**src/rtl/sprite_blitter.sv**
```systemverilog
// rtl/sprite_blitter.sv - renders or erases one sprite into the 320x240 frame buffer
module sprite_blitter #(
   parameter int          SPRITE_W    = 8,
   parameter int          SPRITE_H    = 8,
   parameter int          ADDR_W      = 6,
   parameter logic [2:0]  TRANSPARENT = 3'b101
) (
   input  logic              clock,
   input  logic              resetn,
   input  logic              start,
   input  logic              erase,
   input  logic [2:0]        erase_colour,
   input  logic [8:0]        x_in,
   input  logic [7:0]        y_in,
   output logic [ADDR_W-1:0] rom_addr,
   input  logic [2:0]        rom_data,
   output logic              busy,
   output logic              done,
   output logic              plot,
   output logic [8:0]        X,
   output logic [7:0]        Y,
   output logic [2:0]        color
);

   localparam int CW = (SPRITE_W > 1) ? $clog2(SPRITE_W) : 1;
   localparam int RW = (SPRITE_H > 1) ? $clog2(SPRITE_H) : 1;

   typedef enum logic [1:0] {S_IDLE, S_RUN, S_FLUSH, S_DONE} state_t;

   state_t            state_q, state_d;
   logic              flush_q, flush_d;

   // stage A: address counters plus the operands latched at start
   logic [CW-1:0]     col_q, col_d;
   logic [RW-1:0]     row_q, row_d;
   logic [ADDR_W-1:0] rom_addr_q, rom_addr_d;
   logic              valid_a_q, valid_a_d;
   logic [8:0]        x_lat_q, x_lat_d;
   logic [7:0]        y_lat_q, y_lat_d;
   logic              erase_q, erase_d;
   logic [2:0]        ecol_q, ecol_d;

   // stage B: pixel coordinates, aligned with rom_data
   logic              valid_b_q, valid_b_d;
   logic [9:0]        x_b_q, x_b_d;
   logic [8:0]        y_b_q, y_b_d;

   // stage C: write port registers
   logic              plot_q, plot_d;
   logic [8:0]        x_q, x_d;
   logic [7:0]        y_q, y_d;
   logic [2:0]        color_q, color_d;

   logic              last_addr;
   logic              on_screen;

   assign last_addr = (col_q == CW'(SPRITE_W - 1)) && (row_q == RW'(SPRITE_H - 1));

   // state register
   always_ff @(posedge clock or negedge resetn) begin
      if (!resetn) begin
         state_q <= S_IDLE;
         flush_q <= 1'b0;
      end else begin
         state_q <= state_d;
         flush_q <= flush_d;
      end
   end

   // next-state logic; FLUSH lasts two cycles so the last address drains
   always_comb begin
      state_d = state_q;
      flush_d = flush_q;
      case (state_q)
         S_IDLE:  if (start) state_d = S_RUN;
         S_RUN:   if (last_addr) begin
                     state_d = S_FLUSH;
                     flush_d = 1'b0;
                  end
         S_FLUSH: if (flush_q) state_d = S_DONE;
                  else         flush_d = 1'b1;
         S_DONE:  state_d = S_IDLE;
         default: state_d = S_IDLE;
      endcase
   end

   // FSM outputs
   always_comb begin
      busy = (state_q != S_IDLE);
      done = (state_q == S_DONE);
   end

   // datapath registers
   always_ff @(posedge clock or negedge resetn) begin
      if (!resetn) begin
         col_q      <= '0;
         row_q      <= '0;
         rom_addr_q <= '0;
         valid_a_q  <= 1'b0;
         x_lat_q    <= '0;
         y_lat_q    <= '0;
         erase_q    <= 1'b0;
         ecol_q     <= '0;
         valid_b_q  <= 1'b0;
         x_b_q      <= '0;
         y_b_q      <= '0;
         plot_q     <= 1'b0;
         x_q        <= '0;
         y_q        <= '0;
         color_q    <= '0;
      end else begin
         col_q      <= col_d;
         row_q      <= row_d;
         rom_addr_q <= rom_addr_d;
         valid_a_q  <= valid_a_d;
         x_lat_q    <= x_lat_d;
         y_lat_q    <= y_lat_d;
         erase_q    <= erase_d;
         ecol_q     <= ecol_d;
         valid_b_q  <= valid_b_d;
         x_b_q      <= x_b_d;
         y_b_q      <= y_b_d;
         plot_q     <= plot_d;
         x_q        <= x_d;
         y_q        <= y_d;
         color_q    <= color_d;
      end
   end

   // stage A: operand latch on start, then one address per RUN cycle
   always_comb begin
      col_d      = col_q;
      row_d      = row_q;
      rom_addr_d = rom_addr_q;
      valid_a_d  = 1'b0;
      x_lat_d    = x_lat_q;
      y_lat_d    = y_lat_q;
      erase_d    = erase_q;
      ecol_d     = ecol_q;
      if (state_q == S_IDLE && start) begin
         x_lat_d    = x_in;
         y_lat_d    = y_in;
         erase_d    = erase;
         ecol_d     = erase_colour;
         col_d      = '0;
         row_d      = '0;
         rom_addr_d = '0;
         valid_a_d  = 1'b1;
      end else if (state_q == S_RUN && !last_addr) begin
         if (col_q == CW'(SPRITE_W - 1)) begin
            col_d = '0;
            row_d = row_q + 1'b1;
         end else begin
            col_d = col_q + 1'b1;
         end
         rom_addr_d = rom_addr_q + 1'b1;
         valid_a_d  = 1'b1;
      end
   end

   // stage B: full-width sums so off-screen wrap is detectable
   always_comb begin
      valid_b_d = valid_a_q;
      x_b_d     = {1'b0, x_lat_q} + 10'(col_q);
      y_b_d     = {1'b0, y_lat_q} + 9'(row_q);
   end

   // stage C: clip, apply transparency, hold X/Y/color on idle beats
   always_comb begin
      on_screen = valid_b_q && (x_b_q < 10'd320) && (y_b_q < 9'd240);
      if (erase_q) begin
         plot_d  = on_screen;
         color_d = plot_d ? ecol_q : color_q;
      end else begin
         plot_d  = on_screen && (rom_data != TRANSPARENT);
         color_d = plot_d ? rom_data : color_q;
      end
      x_d = plot_d ? x_b_q[8:0] : x_q;
      y_d = plot_d ? y_b_q[7:0] : y_q;
   end

   assign rom_addr = rom_addr_q;
   assign plot     = plot_q;
   assign X        = x_q;
   assign Y        = y_q;
   assign color    = color_q;

endmodule
```
**config.mk**
```make
export PLATFORM = sky130hd
export DESIGN_NAME = sprite_blitter
export DESIGN_NICKNAME = d
export VERILOG_FILES = /design/src/rtl/sprite_blitter.sv
export SDC_FILE = /design/constraint.sdc
export NUM_CORES = 1
export LEC_CHECK = 0
export CORE_ASPECT_RATIO = 1.75
export CORE_UTILIZATION = 62
export CTS_CLUSTER_SIZE = 24
export DETAILED_ROUTE_END_ITERATION = 16
export DONT_BUFFER_PORTS = 1
export HOLD_SLACK_MARGIN = 0.03
export PLACE_DENSITY = 0.78
export SLEW_MARGIN = 20
export SYNTH_ARGS = -nofsm -noshare
export SYNTH_HDL_FRONTEND = slang
export SYNTH_SLANG_ARGS = --single-unit
```
**constraint.sdc**
```tcl
create_clock -name clock -period 2.3 [get_ports clock]
set_input_delay 0.345 -clock clock [delete_from_list [all_inputs] [get_ports clock]]
set_output_delay 0.345 -clock clock [all_outputs]
set_load 0.01 [all_outputs]
```
==> metrics.txt, run 1 <==
CTS tree=built; number of CTS-inserted buffers=9; Synth top area share=58.25%; CTS max path bufs=2; Most Frequent Cell on Critical Path=ha_1; Worst-Skew Late Latency=0.34 ns; startpoint types=register; Gate Count Post-Synth=292; Peak VDD IR=0.8286 mV; Max-cap violations=0; final setup TNS=0 ns; CP required=2.56 ns; Min Clock Period, post-route=2.013 ns; outcome=finished with violations; Syn Nets=336; site row count=35; # clock sinks=78; wire length per cell=15.25 µm; ranking of synthesized cells by area=dfrtp_1 (58%), nand2_1 (8.4%), mux2_1 (6.4%); Die Ht=99.25 µm; Hold Path Class=input port to register; antenna violations before repair=0; Clock Pin Slew Worst Setup and Hold Paths=0.08 ns; DRT Pass-1 Iters=10; most frequent cell after synthesis=dfrtp_1; CP max-delay cell=or4_1; Main synth FF type=dfrtp_1; total wire length=5475 µm; area grow syn2layout=8.103%; # IOs=56; Nets=343; maximum clock frequency=496.7 MHz; total track usage=21.63%; Slew Viols, Final=0; CP Max Fanout=12; layout cell share with drive strength beyond 1=8.882%; pin count of the biggest net entering global routing=79; Arr. time, crit path=2.27 ns; post-cts sizing count=0; die area=5714 µm²; YS warnings=0; vias per inst=5.841; Yosys cell types=39; Fin. Hold Viols=0; H-Tree Depth=3; antenna viol nets, final=0; Crit path largest cell delay=0.56 ns; ant diodes=0; post-synthesis sequential element count=78; Placeable Area=5211 µm²; clock skew=0.01460 ns; Pleak=1.819 nW; DRC=2; post-CTS setup buffers=0; root buffer cell=clkbuf_8; PortBufs=0; Util after Layout=69.51%; GRT overflow=0; Slew Limit Headroom=43.48%; placer congestion estimate=0.8104; PwrDens=1319 nW/µm²; first-pass GRT wire length=9239 µm; Initial Util=64.30%; number of global-route vias before repair=2149; CP endpoint kind=register; DP HPWL=3937 µm; most area-hungry cell type in the Yosys netlist=dfrtp_1; die width=57.57 µm; Post-synth EDFFs=0; average size of a mapped cell=11.48 µm²; Vias=2097; crit-path cells=ha_1 > ha_1 > a21bo_1 > or4_1 > a21oi_1; final worst path period share=87.53%; DR iter-0 viols=52; RSZ-0062 raised after global routing=no; ys async rst share=100.0%; failing checks=DRC; Least-Margin Pin Slew=0.8457 ns; sequential share of the synthesized area=58.25%; Final setup viols=0; area of the mapped netlist=3351 µm²; CP Class=register to register; commonest cells in the netlist=dfrtp_1 (78), nand2_1 (75), mux2_1 (19)
worst max-delay path, delay by kind of cell, from the launching register on:
kind | cells | cell delay [ns]
adders and majority gates | 2 | 0.47
and+or+nand+nor | 1 | 0.56
AOI/OAI and AO/OA | 2 | 0.50
DFF | 1 | 0.42
routing by layer:
metal,wire length [µm],vias to the layer above,GRT usage [%]
met3,303,9,6.762
li1,-,997,-
met2,2870,58,37.30
met5,0,-,0
met1,2200,1033,22.99
met4,101,0,11.63
power breakdown:
part / leakage (nW) / internal, mW / switching (mW)
clock: 0.0838 / 0.402 / 0.513
sequential: 0.979 / 1.97 / 0.524
combinational: 0.757 / 0.660 / 0.707
state kept, by name (all words and copies together), names as in the netlist, 2 cells and up:
signal,cells
X,9
Y,8
col_q,3
color,3
ecol_q,3
rom_addr,6
row_q,3
state_q,2
x_b_q,10
x_lat_q,9
y_b_q,9
y_lat_q,8
per-stage QoR:
step / worst slack, ns / std cells / hold slack, ns / instance area (µm²) / power, mW
global placement: 0.3840 / 341 / 0.05139 / 3405 / 3.804
CTS: 0.2863 / 359 / 0.09093 / 3622 / 4.832
floorplan: 0.5782 / 292 / 0.04941 / 3351 / 3.518
finish: 0.2867 / 359 / 0.1062 / 3622 / 4.779
detailed placement: 0.3179 / 341 / 0.05114 / 3405 / 3.886
global route: 0.1916 / 359 / 0.09541 / 3622 / 5.124
logic make-up after synthesis:
group / Yosys count / share of synthesized area, %
buffers and inverters: 19 / 2.240
multiplexers: 27 / 8.925
adder cells (fa/ha/maj): 17 / 6.796
flip-flops: 78 / 58.25
AO/OA/AOI/OAI: 30 / 5.900
AND/OR/NAND/NOR: 106 / 13.97
XOR/XNOR: 15 / 3.921
placed cells by master, fill, tap and decap left out, types with 3 or more instances in the layout:
cell type,instances
dfrtp_1,78
nand2_1,75
mux2_1,19
ha_1,15
a21oi_1,13
inv_1,10
clkbuf_8,9
nor2_1,8
xor2_1,8
xnor2_1,7
o21ai_0,5
nand4_1,4
mux2_2,4
mux2i_1,4
nor3b_1,3
nand3_1,3
clkinvlp_4,3
buf_4,3
path summary, 6_finish.rpt:
| path | startpoint | to | slack [ns] | depth (start not counted) |
|---|---|---|---|---|
| setup / recovery | col_q[0]$_DFFE_PN0P_ | rom_addr[5]$_DFFE_PN0P_ | 0.29 | 5 |
| setup reg to reg | col_q[0]$_DFFE_PN0P_ | rom_addr[5]$_DFFE_PN0P_ | 0.29 | 5 |
| max in group asynchronous | resetn | row_q[1]$_DFFE_PN0P_ | 1.45 | 2 |
| hold / removal | y_in[7] | y_lat_q[7]$_DFFE_PN0N_ | 0.11 | 2 |
| min in group asynchronous | resetn | erase_q$_DFFE_PN0N_ | 0.52 | 2 |
| hold reg to reg | valid_a_q$_DFF_PN0_ | valid_b_q$_DFF_PN0_ | 0.36 | 0 |
final cells by class:
type / count / area, µm²
Sequential cell: 78 / 1952
Tap cell: 55 / 68.82
Fill cell: 386 / 1589
Multi-Input combinational cell: 195 / 1324
Inverter: 10 / 37.54
Clock inverter: 7 / 56.30
Timing Repair Buffer: 5 / 60.06
Clock buffer: 9 / 123.9
what timing repair did:
action	in CTS	in global routing
hold endpoints to repair	78	0
hold buffers	2	0
endpoints found under the setup margin	0	0
Note: power is estimated with default switching activity, not from simulation.
==> run 2: changes to the inputs <==
Settings changed: CORE_UTILIZATION 62 to 59, CTS_BUF_LIST set to sky130_fd_sc_hd__clkbuf_8.
Clock period 2.3 ns to 1.6 ns, I/O delays scaled along.
==> metrics.txt, run 2 (same netlist as run 1, synthesis figures left out) <==
vias per inst=5.448 (-6.7%); Nets=385 (+12%); Min Clock Period, post-route=1.638 ns (-0.3754 ns); die area=5996 µm² (+4.9%); Slew Viols, Final=0 (unchanged); Crit path largest cell delay=0.44 ns (-0.12 ns); CP Class=register to register; first-pass GRT wire length=10650 µm (+15%); H-Tree Depth=3 (unchanged); Least-Margin Pin Slew=0.3304 ns (-0.5154 ns); # IOs=56 (unchanged); placer congestion estimate=0.7929 (-2.2%); Final setup viols=1 (+1); number of global-route vias before repair=2378 (+11%); Worst-Skew Late Latency=0.34 ns (about the same); Hold Path Class=input port to asynchronous set/reset pin; Placeable Area=5540 µm² (+6.3%); DRT Pass-1 Iters=4 (-6); antenna viol nets, final=0 (unchanged); CP required=1.88 ns (-0.68 ns); Arr. time, crit path=1.91 ns (-0.36 ns); wire length on met3=214 µm (-29%); ant diodes=0 (unchanged); setup ws final=-0.03790 ns (-0.3246 ns); outcome=finished with violations; total track usage=24.45% (+2.8 points); Die Ht=101.7 µm (+2.5%); CP Max Fanout=8 (-4); detailed-routing wirelength on met1=2503 µm (+14%); DP HPWL=4416 µm (+12%); site row count=36 (+2.9%); final instance area=4161 µm² (+15%); crit-path cells=ha_4 > ha_4 > a21bo_4 > or4_4 > a21oi_2; Fin. Hold Viols=78 (+78); Initial Util=60.48% (-3.8 points); DP Area=3608 µm² (+6.0%); crit-path leading delay family=flip-flops; Pleak=2.030 nW (+12%); max layer used=met4; max reg flops=10 (unchanged); PortBufs=0 (unchanged); cts hold-fix bufs=21 (+19); Met2 Routed Length=3945 µm (+37%); PwrDens=1823 nW/µm² (+38%); pin count of the biggest net entering global routing=79 (unchanged); layout cell share with drive strength beyond 1=19.94% (+11 points); pre-CTS setup slack=-0.06809 ns (-0.3860 ns); Vias=2299 (+9.6%); most common cell after layout, fill and taps aside=dfrtp_1; GRT overflow=0 (unchanged); Slew Limit Headroom=77.79% (+34 points); total wire length=6858 µm (+25%); final worst path period share=102.4% (+15 points); startpoint types=register; Max-cap violations=0 (unchanged); buffer and inverter count on the worst path=0 (unchanged); CTS max path bufs=2 (unchanged); number of CTS-inserted buffers=9 (unchanged); most flop-heavy register=x_b_q; CTS tree=built; CP max-delay cell=dfrtp_2; CP endpoint kind=register; Fin Hold WS=-0.4208 ns (-0.5271 ns); RSZ-0062 raised after global routing=yes; DR iter-0 viols=74 (+42%); Clock Pin Slew Worst Setup and Hold Paths=0.08 ns (about the same); # clock sinks=78 (unchanged); die width=58.97 µm (+2.4%); maximum clock frequency=610.5 MHz (+23%); most frequent cells in the layout=dfrtp_1 (77), nand2_1 (75), buf_4 (23), dlygate4sd3_1 (21), mux2_1 (19); area grow syn2layout=24.20%; wire length per cell=16.25 µm (+6.6%); DRC=0 (-2); failing checks=hold timing, setup timing; Most Frequent Cell on Critical Path=ha_4; antenna violations before repair=0 (unchanged); root buffer cell=clkbuf_8; Peak VDD IR=1.232 mV (+49%); clock skew=0.007584 ns (-0.007020 ns)
## run 2: final cells by class
| cell class | instances | area [µm²] |
|---|---|---|
| flip-flops and latches | 78 | 1953 |
| repair buffers | 47 | 434.2 |
| well taps | 76 | 95.09 |
| fillers | 365 | 1379 |
| clock buffers | 9 | 123.9 |
| clock inverters | 7 | 66.31 |
| inverters | 10 | 37.54 |
| multi-input cells | 195 | 1451 |
## run 2: routing by layer
layer	up-vias	track usage, %
li1	1075	-
met4	0	12.64
met1	1154	24.87
met2	52	45.10
met5	-	0
met3	18	5.364
## run 2: final timing paths
| check | cells after the start | endpoint | slack (ns) | start |
|---|---|---|---|---|
| hold / removal | 0 | ecol_q[1]$_DFFE_PN0N_ | -0.42 | resetn |
| setup reg to reg | 5 | rom_addr[5]$_DFFE_PN0P_ | -0.04 | col_q[0]$_DFFE_PN0P_ |
| min in group clock | 2 | color[1]$_DFFE_PN0P_ | 0.15 | rom_data[1] |
| hold reg to reg | 0 | valid_b_q$_DFF_PN0_ | 0.37 | valid_a_q$_DFF_PN0_ |
| max in group asynchronous | 0 | col_q[2]$_DFFE_PN0P_ | 1.91 | resetn |
| setup / recovery | 5 | rom_addr[5]$_DFFE_PN0P_ | -0.04 | col_q[0]$_DFFE_PN0P_ |
## run 2: power breakdown
| part | leakage (nW) | switching [mW] | internal, mW |
|---|---|---|---|
| sequential | 0.978 | 0.749 | 2.84 |
| combinational | 0.949 | 1.23 | 1.36 |
| clock | 0.104 | 0.700 | 0.712 |
| total | 2.03 | 2.67 | 4.91 |
## run 2: per-stage QoR
stage                     std cells  total power, mW   TNS, ns  utilization, %  hold WS [ns]
after floorplan                 292            5.078         0               -      -0.05559
after global placement          380            5.748  -0.05035           65.13      -0.05384
after detailed placement        380            5.916   -0.3494           65.13      -0.05396
after CTS                       418            7.476  -0.04427           73.49       -0.4374
after global routing            422            8.056   -0.2870           75.11       -0.4421
final                           422            7.585  -0.03790           75.11       -0.4208
## run 2: worst register-to-register path, delay by kind of cell (launching register included)
kind            cells  cell delay, ns
fa+ha+maj           2            0.35
compound gates      2            0.37
simple gates        1            0.42
flops               1            0.44
## run 2: timing repair
item,4_1_cts,5_1_grt
pin swaps,4,6
buffers inserted,1,4
setup endpoints to repair,10,30
hold endpoints to repair,99,78
resized for setup,12,15
==> run 3: changes to the inputs <==
Settings changed: CAP_MARGIN set to 30, TNS_END_PERCENT set to 20.
==> metrics.txt, run 3 (same netlist as run 1, synthesis figures left out) <==
outcome=finished with violations; failing checks=hold timing, setup timing; Power Internal=5.108 mW (+4.0%); pin count of the biggest net entering global routing=79 (unchanged); antenna viol nets, final=0 (unchanged); Fin Hold WS=-0.4216 ns (-0.0008150 ns); layout cell share with drive strength beyond 1=18.26% (-1.7 points); total wire length=6703 µm (-2.3%); placer congestion estimate=0.7978 (+0.62%); Util after Layout=74.71% (-0.41 points); CP required=1.88 ns (about the same); PwrDens=1870 nW/µm² (+2.6%); ant diodes=0 (unchanged); die width=58.97 µm (unchanged); final instance area=4139 µm² (-0.54%); Vias=2300 (+0.043%); area grow syn2layout=23.53%; most flop-heavy register=x_b_q; site row count=36 (unchanged); die area=5996 µm² (unchanged); Hold Path Class=input port to asynchronous set/reset pin; clock power share=21.1% (+2.5 points); Slew Viols, Final=0 (unchanged); wire length per cell=15.92 µm (-2.0%); first-pass GRT wire length=10360 µm (-2.7%); startpoint types=register; CP Class=register to register; final setup TNS=-0.05729 ns (-0.01939 ns); NetSw=2.630 mW (-1.6%); Arr. time, crit path=1.93 ns (+0.02 ns); Initial Util=60.48% (unchanged); clock skew=0.006638 ns (-0.0009460 ns); Least-Margin Pin Slew=0.2666 ns (-0.06378 ns); # clock sinks=78 (unchanged); number of global-route vias before repair=2313 (-2.7%); Comb power frac=32.5% (-1.6 points); CP max-delay cell=or4_4; Slew Limit Headroom=82.08% (+4.3 points); RSZ-0062 raised after global routing=yes; Fill cells=368 (+0.82%); Peak VDD IR=1.163 mV (-5.5%); Die Ht=101.7 µm (unchanged); setup ws final=-0.04633 ns (-0.008428 ns); vias per inst=5.463 (+0.28%); # IOs=56 (unchanged); Clock Pin Slew Worst Setup and Hold Paths=0.08 ns (about the same); Fin. Hold Viols=78 (unchanged); CP endpoint kind=register; DRT Pass-1 Iters=4 (unchanged); DR iter-0 viols=64 (-14%); Max-cap violations=0 (unchanged); CTS tree=built; CTS max path bufs=2 (unchanged); crit-path cells=ha_2 > ha_4 > a21bo_4 > or4_4 > a21oi_2; Placeable Area=5540 µm² (unchanged); total power=7.738 mW (+2.0%); maximum clock frequency=607.4 MHz (-0.51%); Net Sw Frac=33.99% (-1.3 points); sequential power share=46.3% (-1.0 points); root buffer cell=clkbuf_8; DP HPWL=4477 µm (+1.4%); most common cell after layout, fill and taps aside=dfrtp_1; cts hold-fix bufs=21 (unchanged); DRC=0 (unchanged); Min Clock Period, post-route=1.646 ns (+0.008428 ns); total track usage=24.39% (-0.054 points); H-Tree Depth=3 (unchanged); DP Area=3596 µm² (-0.35%); Worst-Skew Late Latency=0.35 ns (about the same); GRT overflow=0 (unchanged); antenna violations before repair=0 (unchanged); number of CTS-inserted buffers=9 (unchanged); PortBufs=0 (unchanged); Final setup viols=2 (+1); Nets=385 (unchanged); final worst path period share=102.9% (+0.53 points); Pleak=2.038 nW (+0.37%); max reg flops=10 (unchanged); Crit path largest cell delay=0.42 ns (-0.02 ns); CP Max Fanout=7 (-1); most frequent cells in the layout=dfrtp_1 (78), nand2_1 (75), buf_4 (24), dlygate4sd3_1 (21), mux2_1 (19)
==> run 3: cell count changes in the layout (fill, tap and decap cells not counted), sizes merged <==
cell and change:
bufinv +1, clkbuf +2, clkinv -3, inv -1
==> run 3: cell type report <==
type,instances,area [µm²],area share (%)
clock buffers,11,151.4,3.658
clock inverters,4,70.07,1.693
inverters,10,37.54,0.9069
multi-input cells,195,1411,34.10
flip-flops and latches,78,1952,47.16
well taps,76,95.09,2.297
repair buffers,47,421.7,10.19
==> run 3: repair_timing <==
item	4_1_cts	5_1_grt
gates resized for setup	9	11
buffers inserted	1	4
pin swaps	2	8
endpoints found under the setup margin	11	13
endpoints found under the hold margin	99	78
==> run 3: worst paths after layout <==
check,startpoint,endpoint,slack [ns],depth (start not counted)
setup / recovery,col_q[0]$_DFFE_PN0P_,rom_addr[5]$_DFFE_PN0P_,-0.05,5
max in group asynchronous,resetn,x_lat_q[4]$_DFFE_PN0N_,1.92,0
min in group clock,rom_data[0],color[0]$_DFFE_PN0P_,0.14,2
hold reg to reg,valid_a_q$_DFF_PN0_,valid_b_q$_DFF_PN0_,0.36,0
hold / removal,resetn,y_lat_q[6]$_DFFE_PN0N_,-0.42,0
setup reg to reg,col_q[0]$_DFFE_PN0P_,rom_addr[5]$_DFFE_PN0P_,-0.05,5
==> run 3: per-stage QoR <==
step,setup WS [ns],instances
detailed placement,-0.09350,380
floorplan,-0.04185,292
global placement,-0.02191,380
finish,-0.04633,421
global route,-0.08160,421
CTS,-0.03265,417
==> run 3: layer usage <==
metal  global-route usage [%]  vias up  part of all wire, %
met5                        0        -                    0
met4                    13.00        0                  2.7
met3                    7.663       14                  3.8
met2                    43.18       61                   57
met1                    24.87     1151                   37
li1                         -     1074                    -
==> run 3: worst max-delay path, delay by kind of cell, from the launching register on <==
| kind | cells | cell delay [ns] |
|---|---|---|
| DFF | 1 | 0.41 |
| and+or+nand+nor | 1 | 0.42 |
| AOI/OAI and AO/OA | 2 | 0.37 |
| adders and majority gates | 2 | 0.38 |
==> run 3: power groups by stage <==
stage,registers [mW],clock network (mW),logic (mW)
after floorplan,3.45,0,1.63
after global placement,3.57,0,2.15
after detailed placement,3.62,0,2.27
after CTS,3.59,1.66,2.38
after global routing,3.68,1.75,2.77
final,3.58,1.63,2.52
